--- config.mk ---
export PLATFORM = sky130hd
export DESIGN_NAME = tl_addr_demux
export DESIGN_NICKNAME = d
export VERILOG_FILES = /design/src/rtl/tl_addr_demux_pkg.sv /design/src/rtl/tl_addr_demux_err.sv /design/src/rtl/tl_addr_demux.sv
export SDC_FILE = /design/constraint.sdc
export NUM_CORES = 1
export LEC_CHECK = 0
export CORE_AREA = 3 3 768 770
export DETAILED_ROUTE_END_ITERATION = 6
export DIE_AREA = 0 0 771 773
export PLACE_DENSITY_LB_ADDON = 0.12
export SLEW_MARGIN = 20
export SYNTH_ARGS = -nofsm -noshare
export SYNTH_HDL_FRONTEND = slang
export SYNTH_SLANG_ARGS = --single-unit
--- constraint.sdc ---
create_clock -name clk_i -period 3.9 [get_ports clk_i]
set_input_delay 0.585 -clock clk_i [delete_from_list [all_inputs] [get_ports clk_i]]
set_output_delay 0.585 -clock clk_i [all_outputs]
set_load 0.1 [all_outputs]
--- src/rtl/tl_addr_demux_pkg.sv ---
// TL-UL channel types, the xbar device address map, and the types/helpers local to the address demux.
// The three packages share this file so that they always compile before the RTL that imports them.
package tlul_pkg;

    typedef enum logic [2:0] {
        PutFullData    = 3'h0,
        PutPartialData = 3'h1,
        Get            = 3'h4
    } tl_a_op_e;

    typedef enum logic [2:0] {
        AccessAck     = 3'h0,
        AccessAckData = 3'h1
    } tl_d_op_e;

    typedef struct packed {
        logic        a_valid;
        tl_a_op_e    a_opcode;
        logic [2:0]  a_param;
        logic [1:0]  a_size;
        logic [7:0]  a_source;
        logic [31:0] a_address;
        logic [3:0]  a_mask;
        logic [31:0] a_data;
        logic        d_ready;
    } tl_h2d_t;

    typedef struct packed {
        logic        d_valid;
        tl_d_op_e    d_opcode;
        logic [2:0]  d_param;
        logic [1:0]  d_size;
        logic [7:0]  d_source;
        logic        d_sink;
        logic [31:0] d_data;
        logic        d_error;
        logic        a_ready;
    } tl_d2h_t;

endpackage

package xbar_pkg;

    typedef enum int unsigned {
        TlDccm, TlIccm, TlGpio, TlUart, TlTimer, TlSpi, TlI2c,
        TlPwm, TlHmac, TlAes, TlPlic, TlFlash, TlRom
    } tl_device_e;

    localparam int unsigned N_DEVICE = 13;

    localparam logic [31:0] ERR_DATA = 32'hFFFF_FFFF;

    // Listed from the highest index (TlRom) down to index 0 (TlDccm).
    localparam logic [N_DEVICE-1:0][31:0] ADDR_SPACE = {
        32'h0000_8000, 32'h4009_0000, 32'h4007_0000, 32'h4005_0000,
        32'h4004_0000, 32'h4003_0000, 32'h4002_0000, 32'h4001_0000,
        32'h4000_0000, 32'h4006_0000, 32'h4008_0000, 32'h2000_0000,
        32'h1000_0000
    };

    localparam logic [N_DEVICE-1:0][31:0] ADDR_MASK = {
        32'h0000_3FFF, 32'h0000_0FFF, 32'h0000_0FFF, 32'h0000_0FFF,
        32'h0000_0FFF, 32'h0000_0FFF, 32'h0000_0FFF, 32'h0000_0FFF,
        32'h0000_0FFF, 32'h0000_0FFF, 32'h0000_0FFF, 32'h0000_FFFF,
        32'h0000_FFFF
    };

endpackage

package tl_addr_demux_pkg;

    typedef enum logic {
        ErrIdle = 1'b0,
        ErrResp = 1'b1
    } err_state_e;

    // Mask bits mark the offset inside a device window; only the remaining bits identify the device.
    function automatic logic addr_hit(input logic [31:0] addr,
                                      input logic [31:0] base,
                                      input logic [31:0] mask);
        return (addr & ~mask) == (base & ~mask);
    endfunction

endpackage

--- src/rtl/tl_addr_demux_err.sv ---
// tl_err_resp: single-entry TL-UL error responder that answers every request it accepts
// with d_error set and all-ones data.
module tl_err_resp
    import tlul_pkg::*;
    import tl_addr_demux_pkg::*;
(
    input  logic    clk_i,
    input  logic    rst_ni,
    input  tl_h2d_t tl_i,
    output tl_d2h_t tl_o
);

    err_state_e  state_q;
    err_state_e  state_d;
    tl_a_op_e    op_q;
    logic [7:0]  source_q;
    logic [1:0]  size_q;
    logic        unused_fields;

    assign unused_fields = ^{tl_i.a_param, tl_i.a_address, tl_i.a_mask, tl_i.a_data};

    always_ff @(posedge clk_i or negedge rst_ni) begin
        if (!rst_ni) begin
            state_q  <= ErrIdle;
            op_q     <= Get;
            source_q <= '0;
            size_q   <= '0;
        end else begin
            state_q <= state_d;
            if (state_q == ErrIdle && tl_i.a_valid) begin
                op_q     <= tl_i.a_opcode;
                source_q <= tl_i.a_source;
                size_q   <= tl_i.a_size;
            end
        end
    end

    // Outputs depend on the state only, so the response stays stable until d_ready.
    always_comb begin
        state_d = state_q;
        tl_o    = '0;
        case (state_q)
            ErrIdle: begin
                tl_o.a_ready = 1'b1;
                if (tl_i.a_valid) begin
                    state_d = ErrResp;
                end
            end
            ErrResp: begin
                tl_o.d_valid  = 1'b1;
                tl_o.d_error  = 1'b1;
                tl_o.d_data   = xbar_pkg::ERR_DATA;
                tl_o.d_source = source_q;
                tl_o.d_size   = size_q;
                tl_o.d_opcode = (op_q == Get) ? AccessAckData : AccessAck;
                if (tl_i.d_ready) begin
                    state_d = ErrIdle;
                end
            end
            default: state_d = ErrIdle;
        endcase
    end

endmodule

--- src/rtl/tl_addr_demux.sv ---
// tl_addr_demux: 1-host to NDev-device TL-UL address demux with in-order outstanding tracking,
// an error responder for unmapped addresses and a saturating unmapped-access counter.
module tl_addr_demux
    import tlul_pkg::*;
    import tl_addr_demux_pkg::*;
#(
    parameter int unsigned            NDev      = 13,
    parameter int unsigned            MaxOutstd = 4,
    parameter logic [NDev-1:0][31:0]  AddrSpace = xbar_pkg::ADDR_SPACE,
    parameter logic [NDev-1:0][31:0]  AddrMask  = xbar_pkg::ADDR_MASK
) (
    input  logic        clk_i,
    input  logic        rst_ni,
    input  tl_h2d_t     tl_h_i,
    output tl_d2h_t     tl_h_o,
    output tl_h2d_t     tl_d_o [NDev],
    input  tl_d2h_t     tl_d_i [NDev],
    output logic [15:0] unmapped_cnt_o,
    output logic        busy_o
);

    localparam int unsigned     OutW   = $clog2(MaxOutstd + 1);
    localparam int unsigned     TgtW   = $clog2(NDev + 1);
    localparam logic [TgtW-1:0] ErrTgt = TgtW'(NDev);
    localparam logic [OutW-1:0] OutMax = OutW'(MaxOutstd);

    logic [OutW-1:0] outstd_q;
    logic [TgtW-1:0] tgt_q;
    logic [TgtW-1:0] dec_tgt;
    logic [15:0]     unmapped_cnt_q;
    logic            stall;
    logic            sel_ready;
    logic            accept;
    logic            d_hs;
    tl_h2d_t         err_req;
    tl_d2h_t         err_rsp;
    tl_d2h_t         rsp_sel;

    // Scanning downward lets the lowest matching index overwrite any higher match.
    always_comb begin
        dec_tgt = ErrTgt;
        for (int i = int'(NDev) - 1; i >= 0; i--) begin
            if (addr_hit(tl_h_i.a_address, AddrSpace[i], AddrMask[i])) begin
                dec_tgt = TgtW'(i);
            end
        end
    end

    // Only one target may have requests in flight, which keeps responses ordered without a reorder buffer.
    assign stall = (outstd_q == OutMax) || ((outstd_q != '0) && (dec_tgt != tgt_q));

    always_comb begin
        for (int i = 0; i < int'(NDev); i++) begin
            tl_d_o[i]         = tl_h_i;
            tl_d_o[i].a_valid = tl_h_i.a_valid && !stall && (dec_tgt == TgtW'(i));
            tl_d_o[i].d_ready = tl_h_i.d_ready && (tgt_q == TgtW'(i));
        end
        err_req         = tl_h_i;
        err_req.a_valid = tl_h_i.a_valid && !stall && (dec_tgt == ErrTgt);
        err_req.d_ready = tl_h_i.d_ready && (tgt_q == ErrTgt);
    end

    always_comb begin
        sel_ready = err_rsp.a_ready;
        rsp_sel   = err_rsp;
        for (int i = 0; i < int'(NDev); i++) begin
            if (dec_tgt == TgtW'(i)) begin
                sel_ready = tl_d_i[i].a_ready;
            end
            if (tgt_q == TgtW'(i)) begin
                rsp_sel = tl_d_i[i];
            end
        end
        tl_h_o         = rsp_sel;
        tl_h_o.d_valid = rsp_sel.d_valid && (outstd_q != '0);
        tl_h_o.a_ready = sel_ready && !stall;
    end

    assign accept = tl_h_i.a_valid && tl_h_o.a_ready;
    assign d_hs   = tl_h_o.d_valid && tl_h_i.d_ready;

    always_ff @(posedge clk_i or negedge rst_ni) begin
        if (!rst_ni) begin
            outstd_q       <= '0;
            tgt_q          <= '0;
            unmapped_cnt_q <= '0;
        end else begin
            if (accept) begin
                tgt_q <= dec_tgt;
            end
            if (accept && !d_hs) begin
                outstd_q <= outstd_q + OutW'(1);
            end else if (!accept && d_hs) begin
                outstd_q <= outstd_q - OutW'(1);
            end
            if (accept && (dec_tgt == ErrTgt) && (unmapped_cnt_q != 16'hFFFF)) begin
                unmapped_cnt_q <= unmapped_cnt_q + 16'd1;
            end
        end
    end

    assign unmapped_cnt_o = unmapped_cnt_q;
    assign busy_o         = (outstd_q != '0);

    tl_err_resp u_err (
        .clk_i  (clk_i),
        .rst_ni (rst_ni),
        .tl_i   (err_req),
        .tl_o   (err_rsp)
    );

    outstd_bound_a: assert property (@(posedge clk_i) disable iff (!rst_ni) outstd_q <= OutMax);

endmodule

**Yosys cells after proc, flatten, opt, wreduce, memory -nomap -nowiden**

Index checks and enable logic that the tools add are counted.

- Mux-type cells: 49
- Reductions and logical operators: 47
- Bitwise gates (word level): 1
- $add $sub $neg: 3
- Equal/unequal tests: 43

Operator list:

| cell | number |
|---|---|
| 52-bit 2-to-1 mux | 13 |
| 20-bit by 19-bit equality test with 1-bit output (second input constant) | 10 |
| 4-bit equality test (second input constant) | 12 |
| 1-bit logical AND | 39 |
| 4-bit 2-to-1 mux | 9 |
| 33-bit 2-to-1 mux | 1 |
| 4-bit by 3-bit equality test with 1-bit output (second input constant) | 8 |
| 18-bit by 2-bit equality test with 1-bit output (second input constant) | 1 |
| 1-bit 2-to-1 mux | 18 |
| 3-bit 2-to-1 mux | 6 |
| 16-bit by 1-bit adder with 16-bit output (second input constant) | 1 |
| 16-bit by 13-bit equality test with 1-bit output (second input constant) | 1 |
| 16-bit by 14-bit equality test with 1-bit output (second input constant) | 1 |
| 4-bit by 2-bit equality test with 1-bit output (second input constant) | 4 |
| 16-bit inequality test (second input constant) | 1 |
| 10-bit 2-to-1 mux | 1 |
| 4-bit by 1-bit equality test with 1-bit output (second input constant) | 2 |
| 4-bit zero test | 2 |
| 3-bit equality test (second input constant) | 2 |
| 4-bit inequality test | 1 |
| 3-bit by 1-bit adder with 3-bit output (second input constant) | 1 |
| 1-bit zero test | 3 |
| 3-bit nonzero test | 1 |
| 3-bit by 1-bit subtractor with 3-bit output (second input constant) | 1 |
| other kinds (4) | 4 |

- Input bits: 764
- Bits in registers: 37
- Output and inout port bits: 1187
- Word-level logic and storage cells: 150

**Depth between registers and ports, before layout**

Gate-level depths: netlist of the first run.

- Depth in word-level cells: 34
- Depth in mapped cells: 19
- Gate-level depth less buffers: 15

**By module**

Synthesis of the first run repeated with hierarchy kept, for this count alone.

- Cell total of the unflattened synthesis: 2481
- Area, all modules: 17130.2 µm²

Modules (own cells, without submodules):

| module | cells an instance | area each (µm²) | seq. area each (µm²) | times used |
|---|---|---|---|---|
| tl_addr_demux | 2396 | 16170.5 | 575.6 | 1 |
| tl_err_resp | 85 | 959.7 | 351.6 | 1 |

**Worst setup path before layout of the first run**

Ideal clock, no wire load.

- Path kind: input to output
- From: in tl_h_i[68] (netlist name)
- To: out tl_d_o[687] (netlist name)
- Path slack: -2.139 ns
- Stages: 9
- Data arrival time: 5.454 ns
- Buffers on the path: 2
- Cell sequence: or3_4 -> or4_1 -> buf_2 -> o311a_1 -> xnor2_1 -> a31oi_1 -> or3_1 -> clkbuf_1 -> nor4_1

RTL lines:

| element | line | RTL |
|---|---|---|
| start: declaration | tl_addr_demux.sv:14 | `input tl_h2d_t tl_h_i,` |
| end: declaration | tl_addr_demux.sv:16 | `output tl_h2d_t tl_d_o [NDev],` |

==> summary.txt, run 1 <==
Place
  • Port Buf Inserts: 1236
  • HPWL after detailed placement: 217.4 mm
  • Final RePlAce weighted congestion: 0.7377
  • Cell count after placement: 10540

Outcome
  • Violations in the final reports: negative setup slack
  • Outcome: finished with violations

Floorplanning
  • Cell row count: 281
  • Die area: 0.5960 mm^2
  • Core footprint: 0.5843 mm^2
  • I/O pin total: 1951
  • Die Y-Extent: 773 um
  • Die outline width: 771 um
  • Effective utilization at floorplan: 0.02787

Clocking
  • CTS root buffer: sky130_fd_sc_hd__clkbuf_16
  • Clock buffers created by TritonCTS: 5
  • Clock transition time at the flip-flop clock pins of the worst setup and hold paths: 0.07 ns
  • Clock latency of the later-clocked register in the worst-skew pair: 0.32 ns
  • Number of sinks handled by clock tree synthesis: 37
  • CTS tree: done
  • Maximum number of buffers from clock root to sink: 2
  • H-tree Lvls: 2

Worst setup path
  • Kind of capture point of the worst setup path: primary output
  • Worst Path Buf+Inv: 10
  • Delay of the slowest critical-path stage: 0.46 ns
  • CP required: 3.31 ns
  • Critical path arrival: 3.85 ns
  • Crit path launch type: register
  • Worst path slowest cell: sky130_fd_sc_hd__dfrtp_2
  • Cell seen most often among critical-path stages: sky130_fd_sc_hd__buf_12
  • Class of the most critical setup path: register to primary output
  • Dominant delay contributor by cell family on the critical path: buffers and inverters
  • Worst-path cell chain: buf_6 > buf_6 > buf_12 > or3_4 > buf_12 > buf_16 > buf_12 > buf_4 > o311ai_4 > o21ai_1 > nand2_1 > o21ai_2 > buf_6 > a221oi_4 > a2111oi_4 > buf_12 > nor3_4 > buf_12
  • Highest net fanout along the worst path: 6

Routing
  • Via Count: 19310
  • Post-route antenna net violation count: 0
  • Detailed-router iteration count before antenna repair: 4
  • Initial detailed-routing violation count: 753
  • Wire length reported by the detailed router: 246.0 mm
  • Wire per inst: 22.96 um
  • Ratio of routed vias to standard cells: 1.802
  • DRC violation count after routing: 0

Logic synthesis
  • Top cells by instance count after synthesis: 1092 x sky130_fd_sc_hd__buf_4, 139 x sky130_fd_sc_hd__o21ai_0, 136 x sky130_fd_sc_hd__nand2_1
  • Most frequently used cell type in the post-synthesis netlist: sky130_fd_sc_hd__buf_4
  • Count of mapped cells out of synthesis: 2330
  • Async S/R FF share, synth: 1.000
  • Cell types with the largest area share after synthesis: sky130_fd_sc_hd__buf_4 50%, sky130_fd_sc_hd__dfrtp_1 5.5%, sky130_fd_sc_hd__o22ai_1 4.4%
  • Fraction of post-synthesis cell area in the top cell type by area: 0.5033
  • Syn Nets: 3097
  • Number of warnings printed during yosys synthesis: 0
  • Number of register bits inferred by synthesis: 37
  • Count of unique library cells instantiated by Yosys: 67
  • Synth Flop Type: sky130_fd_sc_hd__dfrtp_1
  • Number of synthesized flops with an enable pin: 0
  • Post-synthesis sequential area ratio: 0.05692
  • Largest area contributor in the synthesized netlist: sky130_fd_sc_hd__buf_4
  • Post-Synthesis Cell Area: 0.01629 mm^2
  • Post-Synthesis Mean Instance Area: 6.991 um^2

Finish
  • Post-route non-filler standard cell count: 10710
  • Synthesis-to-layout area growth: 144.5%
  • Final net count: 3666
  • Layout cell share with drive strength beyond 1: 0.5069

STA
  • Achievable Freq: 0.2255 GHz
  • Final setup skew: 0.007032 ns
  • Hold Vio Cnt, Final: 0
  • Worst slew margin relative to its limit: 0.2430
  • Setup repair after global routing missed its margin: yes
  • Portion of the clock cycle consumed by the worst path in the final layout: 1.137
  • Final Max Slew Viols: 0
  • Post-route minimum period: 4.434 ns
  • Total setup violations reported at the end of the flow: 86
  • Slew at the pin with the worst max-slew slack: 1.132 ns
  • Fin worst setup slack: -0.5339 ns

GRT
  • Pin count of the biggest net entering global routing: 48
  • Number of global-route vias before repair: 20800
  • Antenna violations before repair: 166
  • First-pass GRT wire length: 286.4 mm
  • Aggregate global routing overflow: 0
  • All-Layer GR Usage: 0.07656

Power
  • Leakage power summed over all cells: 13.11 nW
  • Power Total: 0.01481 W
  • VDD IR max: 0.2858 mV
  • Pwr Density: 372.0 mW/mm^2

Flow run
  • Max-capacitance violation count: 0

Hold path
  • Worst min path class: primary input to async pin
## final cells by class
cell class / instances / area (um^2)
clock inverters: 2 / 38.79
fillers: 68740 / 544500
flip-flops and latches: 37 / 937.1
diodes: 32 / 80.08
clock buffers: 6 / 128.9
well taps: 7782 / 9737
inverters: 8 / 35.03
repair buffers: 1797 / 18930
multi-input cells: 1050 / 9930
## per-layer routing
metal / vias to the layer above / wire (um) / GRT usage
met2: 1460 / 113800 / 0.1299
li1: 8265 / - / -
met5: - / 644 / 0.0004827
met1: 9040 / 98830 / 0.08722
met4: 100 / 6141 / 0.01582
met3: 445 / 26610 / 0.03598
## placed cells by master (no fill, tap or decap), types with 42 or more instances in the layout
master	instances
sky130_fd_sc_hd__nor3_4	42
sky130_fd_sc_hd__buf_6	77
sky130_fd_sc_hd__nor2_1	123
sky130_fd_sc_hd__nand2_1	120
sky130_fd_sc_hd__buf_4	731
sky130_fd_sc_hd__clkdlybuf4s50_1	705
sky130_fd_sc_hd__buf_12	229
sky130_fd_sc_hd__o21ai_0	60
sky130_fd_sc_hd__o22ai_1	114
sky130_fd_sc_hd__o21ai_2	46
## flip-flops by register name, summed over array words and instances, names as in the netlist
name / flops
outstd_q: 3
u_err.size_q: 2
u_err.op_q: 3
unmapped_cnt_o: 16
u_err.source_q: 8
u_err.state_q: 1
tgt_q: 4
## power by group
group | internal, W | leakage, nW | total (W) | switching (W)
Sequential | 0.000510 | 0.451 | 0.000622 | 0.000112
Clock | 0.000304 | 0.0813 | 0.000514 | 0.000210
Combinational | 0.00515 | 12.6 | 0.0137 | 0.00853
Total | 0.00596 | 13.1 | 0.0148 | 0.00885
## path summary, 6_finish.rpt
path / startpoint / to / slack, ns / cells past startpoint
max in group asynchronous: rst_ni / u_err.source_q[5]$_DFFE_PN0P_ / 2.81 / 2
min in group clk_i: outstd_q[2]$_DFFE_PN0P_ / outstd_q[2]$_DFFE_PN0P_ / 0.48 / 1
setup / recovery: tgt_q[2]$_DFFE_PN0P_ / tl_h_o[15] / -0.53 / 18
setup reg to reg: tgt_q[0]$_DFFE_PN0P_ / outstd_q[2]$_DFFE_PN0P_ / -0.28 / 23
hold reg to reg: outstd_q[2]$_DFFE_PN0P_ / outstd_q[2]$_DFFE_PN0P_ / 0.48 / 1
hold / removal: rst_ni / u_err.op_q[0]$_DFFE_PN0P_ / 0.34 / 1
## stage by stage
stage	setup TNS, ns	setup WS (ns)	util	hold slack (ns)	area, um^2
4_1_cts	-40.74	-0.7257	0.06480	0.3731	37860
2_1_floorplan	-5.002	-0.4721	-	0.2894	16900
6_report	-26.24	-0.5339	0.06814	0.3369	39820
3_3_place_gp	-115.80	-2.016	0.05990	0.4793	35000
3_5_place_dp	-86.40	-1.330	0.05995	0.4696	35030
5_1_grt	-46.04	-0.8702	0.06804	0.3817	39760
## what timing repair did
item / CTS / global route
endpoints found under the setup margin: 102 / 100
gates resized for setup: 446 / 262
hold buffers: 0 / 0
setup buffers: 61 / 91
hold endpoints to repair: 0 / 0
cloned: 6 / 10
pin swaps: 139 / 140
## cell families after synthesis
kind of cell	synth area share
compound gates	0.2210
xor+xnor	0.01183
fa+ha+maj	0.002765
buf+inv	0.5393
flops	0.05692
mux	0.03879
simple gates	0.1294
No activity file was read; power rests on OpenSTA's default activity.
==> run 2, diff against run 1 <==
--- a/config.mk
+++ b/config.mk
@@ -5,9 +5,10 @@
 export SDC_FILE = /design/constraint.sdc
 export NUM_CORES = 1
 export LEC_CHECK = 0
-export CORE_AREA = 3 3 768 770
+export ABC_AREA = 1
+export CORE_AREA = 3 3 756 758
 export DETAILED_ROUTE_END_ITERATION = 6
-export DIE_AREA = 0 0 771 773
+export DIE_AREA = 0 0 759 761
 export PLACE_DENSITY_LB_ADDON = 0.12
 export SLEW_MARGIN = 20
 export SYNTH_ARGS = -nofsm -noshare
==> run 2 against run 1 <==
The flow still finishes with violations (negative setup slack). Register-to-register slack improved by 0.59 ns. Worst setup slack better by 0.39 ns. Critical path depth up 2. Critical path type unchanged. First-iteration DRC count grew 7.6%. Clock skew is 0.011 ns higher. Global-route usage rose by 0.58 points. Non-clock buffer count shrank 89.
==> summary.txt, run 2 <==
Power
  • Cell internal pwr: 0.01143 W (was 0.005964 W)
  • Net Switching: 0.02155 W (was 0.008848 W)
  • Share of power burned in registers: 0.019 (was 0.042)
  • Clock power share: 0.015 (was 0.035)
  • Pwr Density: 832.8 mW/mm^2 (was 372.0 mW/mm^2)
  • VDD IR max: 0.8438 mV (was 0.2858 mV)
  • Logic pwr share: 0.967 (was 0.923)
  • Leakage power summed over all cells: 13.97 nW (was 13.11 nW)
  • Switching fraction of total power: 0.6534 (was 0.5973)

Routing
  • Initial detailed-routing violation count: 810 (was 753)
  • Via Count: 20750 (was 19310)
  • DRC violation count after routing: 0 (unchanged)
  • Wire length reported by the detailed router: 251.0 mm (was 246.0 mm)
  • Wire per inst: 22.95 um (was 22.96 um)
  • Detailed-router iteration count before antenna repair: 5 (was 4)
  • Post-route antenna net violation count: 0 (unchanged)
  • Ratio of routed vias to standard cells: 1.897 (was 1.802)

Finish
  • Core utilization of the finished layout: 0.07011 (was 0.06814)
  • Synthesis-to-layout area growth: 128.6% (was 144.5%)
  • Top library cells by usage in the layout, fill and taps aside: 704 x sky130_fd_sc_hd__clkdlybuf4s50_1, 625 x sky130_fd_sc_hd__buf_4, 449 x sky130_fd_sc_hd__nand2_1, 259 x sky130_fd_sc_hd__buf_12, 117 x sky130_fd_sc_hd__a21oi_1 (was 731 x sky130_fd_sc_hd__buf_4, 705 x sky130_fd_sc_hd__clkdlybuf4s50_1, 229 x sky130_fd_sc_hd__buf_12, 123 x sky130_fd_sc_hd__nor2_1, 120 x sky130_fd_sc_hd__nand2_1)
  • Layout cell share with drive strength beyond 1: 0.4567 (was 0.5069)
  • Number of inserted filler cells in the final layout: 66720 (was 68740)
  • Max reg flops: 16 (unchanged)
  • Final net count: 4175 (was 3666)
  • Most common cell after layout, fill and taps aside: sky130_fd_sc_hd__clkdlybuf4s50_1 (was sky130_fd_sc_hd__buf_4)

Hold path
  • Worst min path class: primary input to async pin (unchanged)

STA
  • Worst hold slack after final layout: 0.2242 ns (was 0.3369 ns)
  • Final setup skew: 0.01812 ns (was 0.007032 ns)
  • Portion of the clock cycle consumed by the worst path in the final layout: 1.037 (was 1.137)
  • Hold Vio Cnt, Final: 0 (unchanged)
  • Worst slew margin relative to its limit: 0.3032 (was 0.2430)
  • Achievable Freq: 0.2473 GHz (was 0.2255 GHz)
  • Fin worst setup slack: -0.1442 ns (was -0.5339 ns)
  • Total setup violations reported at the end of the flow: 21 (was 86)
  • Setup repair after global routing missed its margin: yes (unchanged)
  • Post-route minimum period: 4.044 ns (was 4.434 ns)
  • Final Max Slew Viols: 0 (unchanged)
  • Slew at the pin with the worst max-slew slack: 1.042 ns (was 1.132 ns)

Worst setup path
  • CP required: 3.31 ns (about the same)
  • Kind of capture point of the worst setup path: primary output (unchanged)
  • CP Launch Point: tgt_q[0]$_DFFE_PN0P_ (was tgt_q[2]$_DFFE_PN0P_)
  • R2R Setup Slk: 0.31 ns (was -0.28 ns)
  • Crit path launch type: register (unchanged)
  • Worst Reg-to-Reg Cells: 26 (was 23)
  • Highest net fanout along the worst path: 7 (was 6)
  • Start of the worst register-to-register path: tgt_q[2]$_DFFE_PN0P_ (was tgt_q[0]$_DFFE_PN0P_)
  • End of the worst register-to-register path: outstd_q[2]$_DFFE_PN0P_ (unchanged)
  • Class of the most critical setup path: register to primary output (unchanged)
  • Critical path arrival: 3.46 ns (was 3.85 ns)

Place
  • Port Buf Inserts: 1236 (unchanged)
  • HPWL after detailed placement: 223.6 mm (was 217.4 mm)
  • Post-placement setup slack: -0.9201 ns (was -1.330 ns)
  • Final RePlAce weighted congestion: 0.7292 (was 0.7377)

Logic synthesis
  • Top cells by instance count after synthesis: 1097 x sky130_fd_sc_hd__buf_4, 623 x sky130_fd_sc_hd__nand2_1, 225 x sky130_fd_sc_hd__o21ai_0 (was 1092 x sky130_fd_sc_hd__buf_4, 139 x sky130_fd_sc_hd__o21ai_0, 136 x sky130_fd_sc_hd__nand2_1)
  • Cell types with the largest area share after synthesis: sky130_fd_sc_hd__buf_4 48%, sky130_fd_sc_hd__nand2_1 13%, sky130_fd_sc_hd__o21ai_0 6.5% (was sky130_fd_sc_hd__buf_4 50%, sky130_fd_sc_hd__dfrtp_1 5.5%, sky130_fd_sc_hd__o22ai_1 4.4%)
  • Post-synthesis sequential area ratio: 0.05351 (was 0.05692)
  • Number of synthesized flops with an enable pin: 0 (unchanged)
  • Number of warnings printed during yosys synthesis: 0 (unchanged)
  • Fraction of post-synthesis cell area in the top cell type by area: 0.4753 (was 0.5033)
  • Post-Synthesis Mean Instance Area: 5.942 um^2 (was 6.991 um^2)
  • Count of mapped cells out of synthesis: 2916 (was 2330)
  • Most frequently used cell type in the post-synthesis netlist: sky130_fd_sc_hd__buf_4 (unchanged)
  • Post-Synthesis Cell Area: 0.01733 mm^2 (was 0.01629 mm^2)
  • Synth Flop Type: sky130_fd_sc_hd__dfrtp_1 (unchanged)
  • Count of unique library cells instantiated by Yosys: 42 (was 67)
  • Syn Nets: 3683 (was 3097)
  • Async S/R FF share, synth: 1.000 (unchanged)
  • Number of register bits inferred by synthesis: 37 (unchanged)
  • Largest area contributor in the synthesized netlist: sky130_fd_sc_hd__buf_4 (unchanged)

Clocking
  • H-tree Lvls: 2 (unchanged)
  • Clock latency of the later-clocked register in the worst-skew pair: 0.33 ns (was 0.32 ns)
  • CTS root buffer: sky130_fd_sc_hd__clkbuf_16 (unchanged)
  • CTS tree: done (unchanged)
  • Clock buffers created by TritonCTS: 5 (unchanged)
  • Number of sinks handled by clock tree synthesis: 37 (unchanged)
  • Clock transition time at the flip-flop clock pins of the worst setup and hold paths: 0.08 ns (was 0.07 ns)
  • Maximum number of buffers from clock root to sink: 2 (unchanged)

GRT
  • Aggregate global routing overflow: 0 (unchanged)
  • Pin count of the biggest net entering global routing: 48 (unchanged)
  • Antenna violations before repair: 119 (was 166)
  • First-pass GRT wire length: 301.3 mm (was 286.4 mm)
  • Number of global-route vias before repair: 22160 (was 20800)
  • All-Layer GR Usage: 0.08234 (was 0.07656)

Floorplanning
  • Core footprint: 0.5650 mm^2 (was 0.5843 mm^2)
  • I/O pin total: 1951 (unchanged)
  • Effective utilization at floorplan: 0.03067 (was 0.02787)
  • Die outline width: 759 um (was 771 um)
  • Die Y-Extent: 761 um (was 773 um)
  • Cell row count: 276 (was 281)
  • Die area: 0.5776 mm^2 (was 0.5960 mm^2)

Outcome
  • Violations in the final reports: negative setup slack (unchanged)
  • Outcome: finished with violations (unchanged)

Flow run
  • Max-capacitance violation count: 0 (unchanged)
[run 2: cell types whose count changed after synthesis, moves of 41 or more]
cell	change
sky130_fd_sc_hd__a211oi_1	-70
sky130_fd_sc_hd__a21oi_1	+159
sky130_fd_sc_hd__a221oi_1	-45
sky130_fd_sc_hd__inv_1	+118
sky130_fd_sc_hd__nand2_1	+487
sky130_fd_sc_hd__nand3_1	+119
sky130_fd_sc_hd__nor3_1	-41
sky130_fd_sc_hd__o211ai_1	+61
sky130_fd_sc_hd__o21ai_0	+86
sky130_fd_sc_hd__o22ai_1	-110
sky130_fd_sc_hd__o311ai_0	-45
[run 2: final cells by class]
class / count / area [um^2] / area share
timing repair buffer: 1708 / 18500 / 0.4671
multi-input combinational: 1517 / 9916 / 0.2503
tap: 7506 / 9392 / 0.2371
sequential: 37 / 930.9 / 0.02350
inverter: 138 / 649.4 / 0.01639
clock buffer: 5 / 125.1 / 0.003159
antenna: 23 / 57.56 / 0.001453
clock inverter: 3 / 25.02 / 0.0006318
timing repair inverter: 1 / 11.26 / 0.0002843
[run 2: how the worst max path moves through the flow]
stage,end,slack (ns),depth (start not counted)
4_1_cts,tl_h_o[43],-0.35,21
3_5_place_dp,tl_d_o[1117],-0.92,20
6_report,tl_h_o[7],-0.14,20
2_1_floorplan,tl_d_o[1031],-0.86,15
5_1_grt,tl_h_o[39],-0.39,23
3_3_place_gp,outstd_q[2]$_DFFE_PN0P_,-1.16,28
[run 2: layer usage]
layer	global-route usage	part of all wire
met5	0.002975	0.0026
met1	0.09980	0.42
met4	0.01284	0.019
met2	0.1378	0.46
met3	0.03364	0.095
[run 2: cells by family after synthesis]
kind of cell    synth area share
compound gates            0.1574
buf+inv                   0.5331
mux                    0.0006499
simple gates              0.2431
xor+xnor                0.009604
flops                    0.05351
fa+ha+maj               0.002599
[run 2: stage by stage]
stage / std cells / setup TNS [ns] / total power [W] / area, um^2
5_1_grt: 10920 / -11.62 / 0.03567 / 39570
6_report: 10940 / -1.334 / 0.03299 / 39610
3_5_place_dp: 10820 / -47.82 / 0.03091 / 35240
2_1_floorplan: 2916 / -2.197 / 0.01570 / 17350
3_3_place_gp: 10820 / -52.68 / 0.03098 / 35240
4_1_cts: 10880 / -9.565 / 0.03476 / 38470
[run 2: power groups by stage]
stage | combinational, W | sequential, W | clock, W
floorplan | 0.0150 | 0.000690 | 0
global placement | 0.0304 | 0.000605 | 0
detailed placement | 0.0303 | 0.000601 | 0
CTS | 0.0336 | 0.000609 | 0.000533
global route | 0.0345 | 0.000634 | 0.000533
finish | 0.0319 | 0.000616 | 0.000485
[run 2: critical path, cell delays in order (launching register included)]
cell	delay [ns]
sky130_fd_sc_hd__dfrtp_2	0.47
sky130_fd_sc_hd__buf_4	0.18
sky130_fd_sc_hd__inv_1	0.08
sky130_fd_sc_hd__nand2_2	0.07
sky130_fd_sc_hd__nor2_4	0.13
sky130_fd_sc_hd__buf_12	0.16
sky130_fd_sc_hd__inv_16	0.05
sky130_fd_sc_hd__buf_12	0.14
sky130_fd_sc_hd__buf_4	0.14
sky130_fd_sc_hd__buf_4	0.16
sky130_fd_sc_hd__o211ai_1	0.18
sky130_fd_sc_hd__nand3_1	0.15
sky130_fd_sc_hd__o21ai_4	0.13
sky130_fd_sc_hd__buf_12	0.20
sky130_fd_sc_hd__a21oi_1	0.08
sky130_fd_sc_hd__o21bai_1	0.18
sky130_fd_sc_hd__buf_6	0.17
sky130_fd_sc_hd__nand2_1	0.06
sky130_fd_sc_hd__nand2_1	0.07
sky130_fd_sc_hd__nand2_2	0.06
sky130_fd_sc_hd__buf_12	0.15
[run 2: what timing repair did]
item,in CTS,in global routing
gates resized for setup,701,248
buffers inserted,60,47
endpoints found under the setup margin,97,78
hold buffers,0,0
pin swaps,240,228
cloned,10,5
